### src/rtl/dct_pkg.sv
// Package for the DCT output zigzag buffer.
// Holds the default coefficient width, the coefficient and column types,
// and the zigzag-position to (row, col) lookup tables in standard JPEG order.
package dct_pkg;

  localparam int ZZ_DATA_W = 12;

  typedef logic signed [ZZ_DATA_W-1:0] coef_t;
  typedef coef_t [7:0]                 col_t;

  // Row of the coefficient emitted at zigzag position p (raster = 8*row + col).
  localparam int ZZ_ROW [64] = '{
    0, 0, 1, 2, 1, 0, 0, 1, 2, 3, 4, 3, 2, 1, 0, 0,
    1, 2, 3, 4, 5, 6, 5, 4, 3, 2, 1, 0, 0, 1, 2, 3,
    4, 5, 6, 7, 7, 6, 5, 4, 3, 2, 1, 2, 3, 4, 5, 6,
    7, 7, 6, 5, 4, 3, 4, 5, 6, 7, 7, 6, 5, 6, 7, 7
  };

  // Column of the coefficient emitted at zigzag position p.
  localparam int ZZ_COL [64] = '{
    0, 1, 0, 0, 1, 2, 3, 2, 1, 0, 0, 1, 2, 3, 4, 5,
    4, 3, 2, 1, 0, 0, 1, 2, 3, 4, 5, 6, 7, 6, 5, 4,
    3, 2, 1, 0, 1, 2, 3, 4, 5, 6, 7, 7, 6, 5, 4, 3,
    2, 3, 4, 5, 6, 7, 7, 6, 5, 4, 5, 6, 7, 7, 6, 7
  };

endpackage

### src/rtl/dct_zigzag_bank.sv
// One 8x8 coefficient bank of the zigzag reorder buffer.
// Written a whole column at a time, read one element at a time through an
// (row, col) mux. Contents are storage only and are never reset.
// Ports:
//   clk      clock
//   wr_en    write column wr_col with wr_data this cycle
//   wr_col   column index 0..7
//   wr_data  8 coefficients, wr_data[r] lands in row r
//   rd_row   read row 0..7
//   rd_col   read column 0..7
//   rd_data  coefficient at (rd_row, rd_col), combinational
module dct_zigzag_bank
  import dct_pkg::*;
#(
  parameter int DATA_W = ZZ_DATA_W
) (
  input  logic                            clk,
  input  logic                            wr_en,
  input  logic [2:0]                      wr_col,
  input  logic signed [7:0][DATA_W-1:0]   wr_data,
  input  logic [2:0]                      rd_row,
  input  logic [2:0]                      rd_col,
  output logic signed [DATA_W-1:0]        rd_data
);

  logic signed [DATA_W-1:0] mem [8][8];

  always_ff @(posedge clk) begin
    if (wr_en) begin
      for (int r = 0; r < 8; r++) begin
        mem[r][wr_col] <= wr_data[r];
      end
    end
  end

  assign rd_data = mem[rd_row][rd_col];

endmodule

### src/rtl/dct_zigzag_buf.sv
// Zigzag reorder buffer at the tail of the 2-D DCT pipeline.
// Takes an 8x8 block as 8 column beats and emits its 64 coefficients one per
// beat in JPEG zigzag order. Two banks ping-pong so block n+1 can fill while
// block n drains.
// Optional feature: define DCT_ZZ_STATS_EN to add the blk_cnt / stall_cnt
// statistics outputs; with it undefined those ports do not exist.
// Ports:
//   clk, rst   clock, synchronous active-high reset
//   in_valid   column beat valid
//   in_ready   buffer can take a beat (from registered flags only)
//   in_data    beat k: in_data[r] = coefficient (row r, col k)
//   out_valid  out_data valid
//   out_ready  consumer takes out_data
//   out_data   coefficient at zigzag position out_idx (0 when not valid)
//   out_idx    zigzag position 0..63
//   out_last   high with out_idx == 63
//   blk_cnt    (stats) blocks fully emitted, wraps at 2^16
//   stall_cnt  (stats) cycles with in_valid && !in_ready, wraps at 2^16
module dct_zigzag_buf
  import dct_pkg::*;
#(
  parameter int DATA_W = ZZ_DATA_W
) (
  input  logic                            clk,
  input  logic                            rst,
  input  logic                            in_valid,
  output logic                            in_ready,
  input  logic signed [7:0][DATA_W-1:0]   in_data,
  output logic                            out_valid,
  input  logic                            out_ready,
  output logic signed [DATA_W-1:0]        out_data,
  output logic [5:0]                      out_idx,
  output logic                            out_last
`ifdef DCT_ZZ_STATS_EN
  ,
  output logic [15:0]                     blk_cnt,
  output logic [15:0]                     stall_cnt
`endif
);

  logic [1:0]               full;
  logic                     wr_bank;
  logic [2:0]               wr_col;
  logic                     rd_bank;
  logic [5:0]               rd_pos;

  logic                     in_fire;
  logic                     out_fire;
  logic [1:0]               wr_en;
  logic [2:0]               rd_row;
  logic [2:0]               rd_col;
  logic signed [DATA_W-1:0] rd_data [2];

  assign in_ready  = !full[wr_bank];
  assign out_valid = full[rd_bank];
  assign in_fire   = in_valid && in_ready;
  assign out_fire  = out_valid && out_ready;

  assign rd_row = 3'(ZZ_ROW[rd_pos]);
  assign rd_col = 3'(ZZ_COL[rd_pos]);

  genvar b;
  generate
    for (b = 0; b < 2; b++) begin : g_bank
      assign wr_en[b] = in_fire && (wr_bank == 1'(b));

      dct_zigzag_bank #(
        .DATA_W (DATA_W)
      ) u_bank (
        .clk     (clk),
        .wr_en   (wr_en[b]),
        .wr_col  (wr_col),
        .wr_data (in_data),
        .rd_row  (rd_row),
        .rd_col  (rd_col),
        .rd_data (rd_data[b])
      );
    end
  endgenerate

  // Both banks are read at the same zigzag position; the drain bank picks one.
  assign out_data = out_valid ? rd_data[rd_bank] : '0;
  assign out_idx  = rd_pos;
  assign out_last = out_valid && (rd_pos == 6'd63);

  // Write and read pointers plus the per-bank full flags. A block's last write
  // and last read always target different banks, so the two flag updates
  // below never touch the same bit.
  always_ff @(posedge clk) begin
    if (rst) begin
      full    <= '0;
      wr_bank <= 1'b0;
      wr_col  <= '0;
      rd_bank <= 1'b0;
      rd_pos  <= '0;
    end else begin
      if (in_fire) begin
        // wr_col wraps from 7 back to 0 on the block's last beat
        wr_col <= wr_col + 3'd1;
        if (wr_col == 3'd7) begin
          full[wr_bank] <= 1'b1;
          wr_bank       <= ~wr_bank;
        end
      end
      if (out_fire) begin
        rd_pos <= rd_pos + 6'd1;
        if (rd_pos == 6'd63) begin
          full[rd_bank] <= 1'b0;
          rd_bank       <= ~rd_bank;
        end
      end
    end
  end

  a_wr_bank_free: assert property (@(posedge clk) disable iff (rst)
    in_fire |-> !full[wr_bank]);

  a_no_set_clear_same_bank: assert property (@(posedge clk) disable iff (rst)
    !(in_fire && (wr_col == 3'd7) && out_fire && (rd_pos == 6'd63) && (wr_bank == rd_bank)));

`ifdef DCT_ZZ_STATS_EN
  always_ff @(posedge clk) begin
    if (rst) begin
      blk_cnt   <= '0;
      stall_cnt <= '0;
    end else begin
      if (out_fire && out_last) begin
        blk_cnt <= blk_cnt + 16'd1;
      end
      if (in_valid && !in_ready) begin
        stall_cnt <= stall_cnt + 16'd1;
      end
    end
  end
`endif

endmodule
### config.mk
export PLATFORM = sky130hd
export DESIGN_NAME = dct_zigzag_buf
export DESIGN_NICKNAME = d
export VERILOG_FILES = /design/src/rtl/dct_pkg.sv /design/src/rtl/dct_zigzag_bank.sv /design/src/rtl/dct_zigzag_buf.sv
export SDC_FILE = /design/constraint.sdc
export NUM_CORES = 2
export LEC_CHECK = 0
export CAP_MARGIN = 20
export CORE_MARGIN = 5
export CORE_UTILIZATION = 55
export CTS_BUF_LIST = sky130_fd_sc_hd__clkbuf_8 sky130_fd_sc_hd__clkbuf_16
export CTS_CLUSTER_DIAMETER = 50
export CTS_CLUSTER_SIZE = 12
export DETAILED_ROUTE_END_ITERATION = 7
export PLACE_DENSITY = 0.79
export SLEW_MARGIN = 20
export SYNTH_ARGS = -nofsm -noshare
export SYNTH_HDL_FRONTEND = slang
export SYNTH_SLANG_ARGS = --single-unit
### constraint.sdc
create_clock -name clk -period 28 [get_ports clk]
set_input_delay 4.2 -clock clk [delete_from_list [all_inputs] [get_ports clk]]
set_output_delay 4.2 -clock clk [all_outputs]
set_load 0.02 [all_outputs]
==> summary.txt <==
Setup path
  – Worst-case reg-to-reg path depth: 3
  – Critical path endpoint category: output port
  – Crit path cell chain: inv_1, ha_1, nand2b_1, and2_1, o221ai_4, buf_4, buf_4, and2_4, buf_4, buf_4, buf_12, nand2_2, o22ai_1, o311ai_0, a32oi_1, o2bb2ai_1, clkdlybuf4s50_1
  – Crit path arrival time: approximately 8.7 ns
  – Slowest-stage cell, CP: buf_4
  – Critical path launch point type: register
  – Reg2reg end: g_bank[0].u_bank.mem[0][26]
  – CP max stage delay: 0.79 ns
  – CP top delay family: buffers and inverters
  – Reg-to-reg startpoint: wr_col[0]
  – CP Data Required Time: 23.80 ns
  – Type of the worst setup path: reg2out
  – Buf+Inv Stages, Crit Path: 7
  – Crit path top cell by count: buf_4
  – Flop2flop setup slack: 24.68 ns
  – Worst-path maximum fanout: 108
  – WP depth: 17

Synthesis
  – Synth unique cells: 70
  – Post-synthesis mux area share: 4.636%
  – Number of synthesized flops with an enable pin: 1536
  – Synthesized Nets: 4059
  – Post-Synth Simple-Gate Area: under 10%
  – Ys flop type: edfxtp_1
  – Synth warn: 0
  – Post-synth ARST share: 0%
  – Post-Syn Instances: ~3900
  – #FFs+latches synth: 1549
  – Post-synthesis xor/xnor area fraction: 0.09899%
  – Main combinational cell family by area after synthesis: compound AO/OA/AOI/OAI gates
  – Syn Area/Cell: 15.72 um^2
  – Seq/Total Area, Yosys: 74.89%
  – Adder-Cell Fraction of Synth Area: 0.3636%
  – Complex-gate fraction of the synthesized area: 10.48%
  – Syn Std Cell Area: 0.06193 mm^2

Clocking
  – Postcts setup bufs: 0
  – Clk root buf: clkbuf_16
  – Num CTS Buffers: 149
  – Hold bufs inserted after CTS: 0
  – Clk_lat worst skew: 0.75 ns
  – H-tree depth: 4
  – Clk sink count: around 1500
  – CTS resizes: 0
  – TritonCTS clock tree: done
  – Clock Tree Buf Depth: 3
  – Clock-pin slew of the registers on the worst-case setup and hold paths: about 0.060 ns

STA
  – Max_slew headroom: 18.63%
  – RSZ-0062 raised after global routing: false
  – Final Critical Period: 12.94 ns
  – Final setup viols: 0
  – Final setup margin: approximately 15 ns
  – Fin. max-slew vios: 0
  – Final Hold Fails: 0
  – Worst-Margin Slew: approximately 1.2 ns
  – Tcrit/Tclk final: between 40% and 50%
  – Max Clk Rate: 0.07725 GHz
  – Worst Skew: 0.02734 ns
  – Setup TNS: 0 ns

Worst hold path
  – Type of the most critical hold path: reg2reg
  – Hold path cells: 2
  – Hold path start: wr_col[1]
  – Worst Hold End: wr_col[1]

Die
  – Initial core utilization: 55.20%
  – Die width: 345.6 um
  – Ports: 121
  – Die area: 0.1194 mm^2
  – Die height: between 300 and 400 um
  – Core area: 0.1122 mm^2
  – FP Rows: 123

Run status
  – Run status: finished with violations
  – Failing checks: DRC

Place
  – Buffers on Ports: 120
  – HPWL Detailed: 98050 um
  – Worst slack, placed: 16.17 ns
  – DP Cell Count: around 5300
  – Gp weighted congestion: 0.8634

Routing
  – Routed vias/inst: between 6 and 7
  – Routed via count: 38640
  – DRT Pass-1 Iters: 8
  – DRT Wirelength: 178300 um
  – DR DRC count: 2
  – Final ANT Viol Nets: 0
  – Initial DRC count: 5947
  – Routed length per placed instance: 32.10 um

Power and ir drop
  – Net Sw Frac: between 20% and 30%
  – Clock share of power: 40.0%
  – Internal power component: 0.003564 W
  – Total power: ~0.0045 W
  – Leakage: between 20 and 25 nW
  – VDD IR max: around 0.000074 V
  – PwrDens: 64.95 mW/mm^2
  – Psw: 0.0009019 W
  – Fraction of power consumed by sequential logic: 57.9%
  – Combinational power share: 2.1%

Global route
  – Grt total ovfl: 0
  – Total track usage: 29.04%
  – Vias in the first global route: about 38000
  – First-pass GRT wire length: about 260000 um
  – Antenna violations before repair: 30
  – Largest net degree at the start of global routing: 146

Layout
  – Final nets: 4115
  – Share of layout cells above drive strength 1: 9.258%
  – Non-filler instance count after layout: 5556
  – Core Util, Final: 61.29%
  – Area delta synth->final: 11.02%
  – Fillers: around 7700

Job
  – MaxCap Viol Count: 0
==> logic make-up (layout without fill, tap and decap cells) <==
group,Yosys count,after routing
other,0,27
XOR/XNOR,7,7
flip-flops,1549,1549
buffers and inverters,312,400
AO/OA/AOI/OAI,854,854
adder cells (fa/ha/maj),18,18
multiplexers,235,235
AND/OR/NAND/NOR,966,966
==> state kept, by name, summed over array words and instances, names as in the netlist <==
| name | cells |
|---|---|
| wr_col | 3 |
| wr_bank | 1 |
| g_bank.u_bank.mem | 1536 |
| full | 2 |
| out_idx | 6 |
| rd_bank | 1 |
==> Yosys cell counts (6+ instances only) <==
| cell | number | area [um^2] |
|---|---|---|
| a222oi_1 | 10 | 100.1 |
| nand2_1 | 554 | 2079 |
| a21boi_0 | 21 | 157.7 |
| nand4_1 | 14 | 87.58 |
| a22oi_1 | 21 | 157.7 |
| a2111oi_0 | 9 | 78.83 |
| and2_1 | 8 | 50.05 |
| buf_2 | 71 | 355.3 |
| nand2b_1 | 14 | 87.58 |
| a211oi_1 | 276 | 2072 |
| o221a_1 | 10 | 112.6 |
| buf_4 | 14 | 105.1 |
| o311ai_0 | 10 | 87.58 |
| buf_1 | 18 | 67.56 |
| nand3_1 | 52 | 260.3 |
| buf_6 | 15 | 168.9 |
| o31ai_1 | 11 | 82.58 |
| mux2i_1 | 171 | 1712 |
| a32o_1 | 11 | 110.1 |
| a311oi_1 | 142 | 1244 |
| a21oi_1 | 52 | 260.3 |
| a221oi_1 | 23 | 201.4 |
| a21o_1 | 10 | 75.07 |
| nor2b_1 | 6 | 37.54 |
| edfxtp_1 | 1536 | 46120 |
| a32oi_1 | 12 | 105.1 |
| o2bb2ai_1 | 21 | 183.9 |
| inv_1 | 6 | 22.52 |
| o311a_1 | 11 | 110.1 |
| o21ai_0 | 60 | 300.3 |
| dfxtp_1 | 13 | 260.3 |
| mux4_2 | 39 | 878.3 |
| nor3_1 | 17 | 85.08 |
| ha_1 | 18 | 225.2 |
| a311o_1 | 11 | 110.1 |
| nor2_1 | 50 | 187.7 |
| clkbuf_1 | 187 | 701.9 |
| o221ai_1 | 18 | 157.7 |
| and3_1 | 232 | 1451 |
| o22ai_1 | 16 | 100.1 |
| a31oi_1 | 79 | 494.2 |
| mux2_2 | 25 | 281.5 |
==> worst reg2reg max path: stages (launching register included) <==
cell and delay (ns):
dfxtp_1 0.59, nand2_1 0.33, nor2_4 0.92, buf_4 0.93
==> layout make-up <==
type                            count  area (um^2)  share of cell area (%)
Clock buffer                      151         3779                   5.496
Clock inverter                     32        311.5                  0.4531
Sequential cell                  1549        46380                   67.46
Multi-Input combinational cell   2080        14370                   20.91
Tap cell                         1500         1877                   2.730
Timing Repair Buffer              211         1942                   2.824
Antenna cell                       27        67.56                 0.09827
Inverter                            6        22.52                 0.03276
==> stage by stage <==
step,area (um^2),hold WS [ns]
after floorplan,61930,0.4805
after global placement,64570,0.4958
after detailed placement,64570,0.5201
after CTS,68660,0.5283
after global routing,68700,0.5784
final,68760,0.5288
==> cells in the final DEF (no fill, tap or decap), types with 14 or more instances in the layout <==
master           Yosys  final
a211oi_1           276    276
a21boi_0            21     21
a21oi_1             52     50
a221oi_1            23     23
a22oi_1             21     21
a311oi_1           142    142
a31oi_1             79     79
and3_1             232    232
buf_4               14     87
clkbuf_16            0    151
clkdlybuf4s50_1      0    120
diode_2              0     27
edfxtp_1          1536   1536
ha_1                18     18
inv_1                6     19
mux2_2              25     25
mux2i_1            171    170
mux4_2              39     39
nand2_1            554    550
nand2b_1            14     14
nand3_1             52     52
nand4_1             14     14
nor2_1              50     27
nor2_4               0     15
o21ai_0             60     60
o221ai_1            18     18
o22ai_1             16     16
o2bb2ai_1           21     21
==> worst max-delay path by stage <==
stage / start / end / slack, ns
final: out_idx[0] / out_data[2] / 15.06
after global routing: out_idx[0] / out_data[1] / 14.89
after CTS: out_idx[0] / out_data[1] / 15.33
after detailed placement: out_idx[0] / out_data[1] / 16.17
after global placement: out_idx[0] / out_data[1] / 16.27
after floorplan: in_valid / g_bank[1].u_bank.mem[0][60] / 16.21
==> per-layer routing <==
layer | global-route usage (%) | up-vias | share of wire [%]
met5 | 0 | - | 0.040
met3 | 8.907 | 537 | 14
met2 | 44.43 | 3138 | 46
met1 | 38.40 | 19100 | 35
met4 | 13.89 | 12 | 5.0
li1 | - | 15850 | -
==> power groups by stage <==
stage                     Clock [W]  Combinational, W  Sequential (W)
final                       0.00179         0.0000918         0.00259
after detailed placement          0         0.0000900         0.00263
after CTS                   0.00179         0.0000902         0.00259
after floorplan                   0         0.0000204         0.00264
after global routing        0.00189         0.0000945         0.00259
after global placement            0         0.0000878         0.00263
Power figures use the tool's default switching activity.
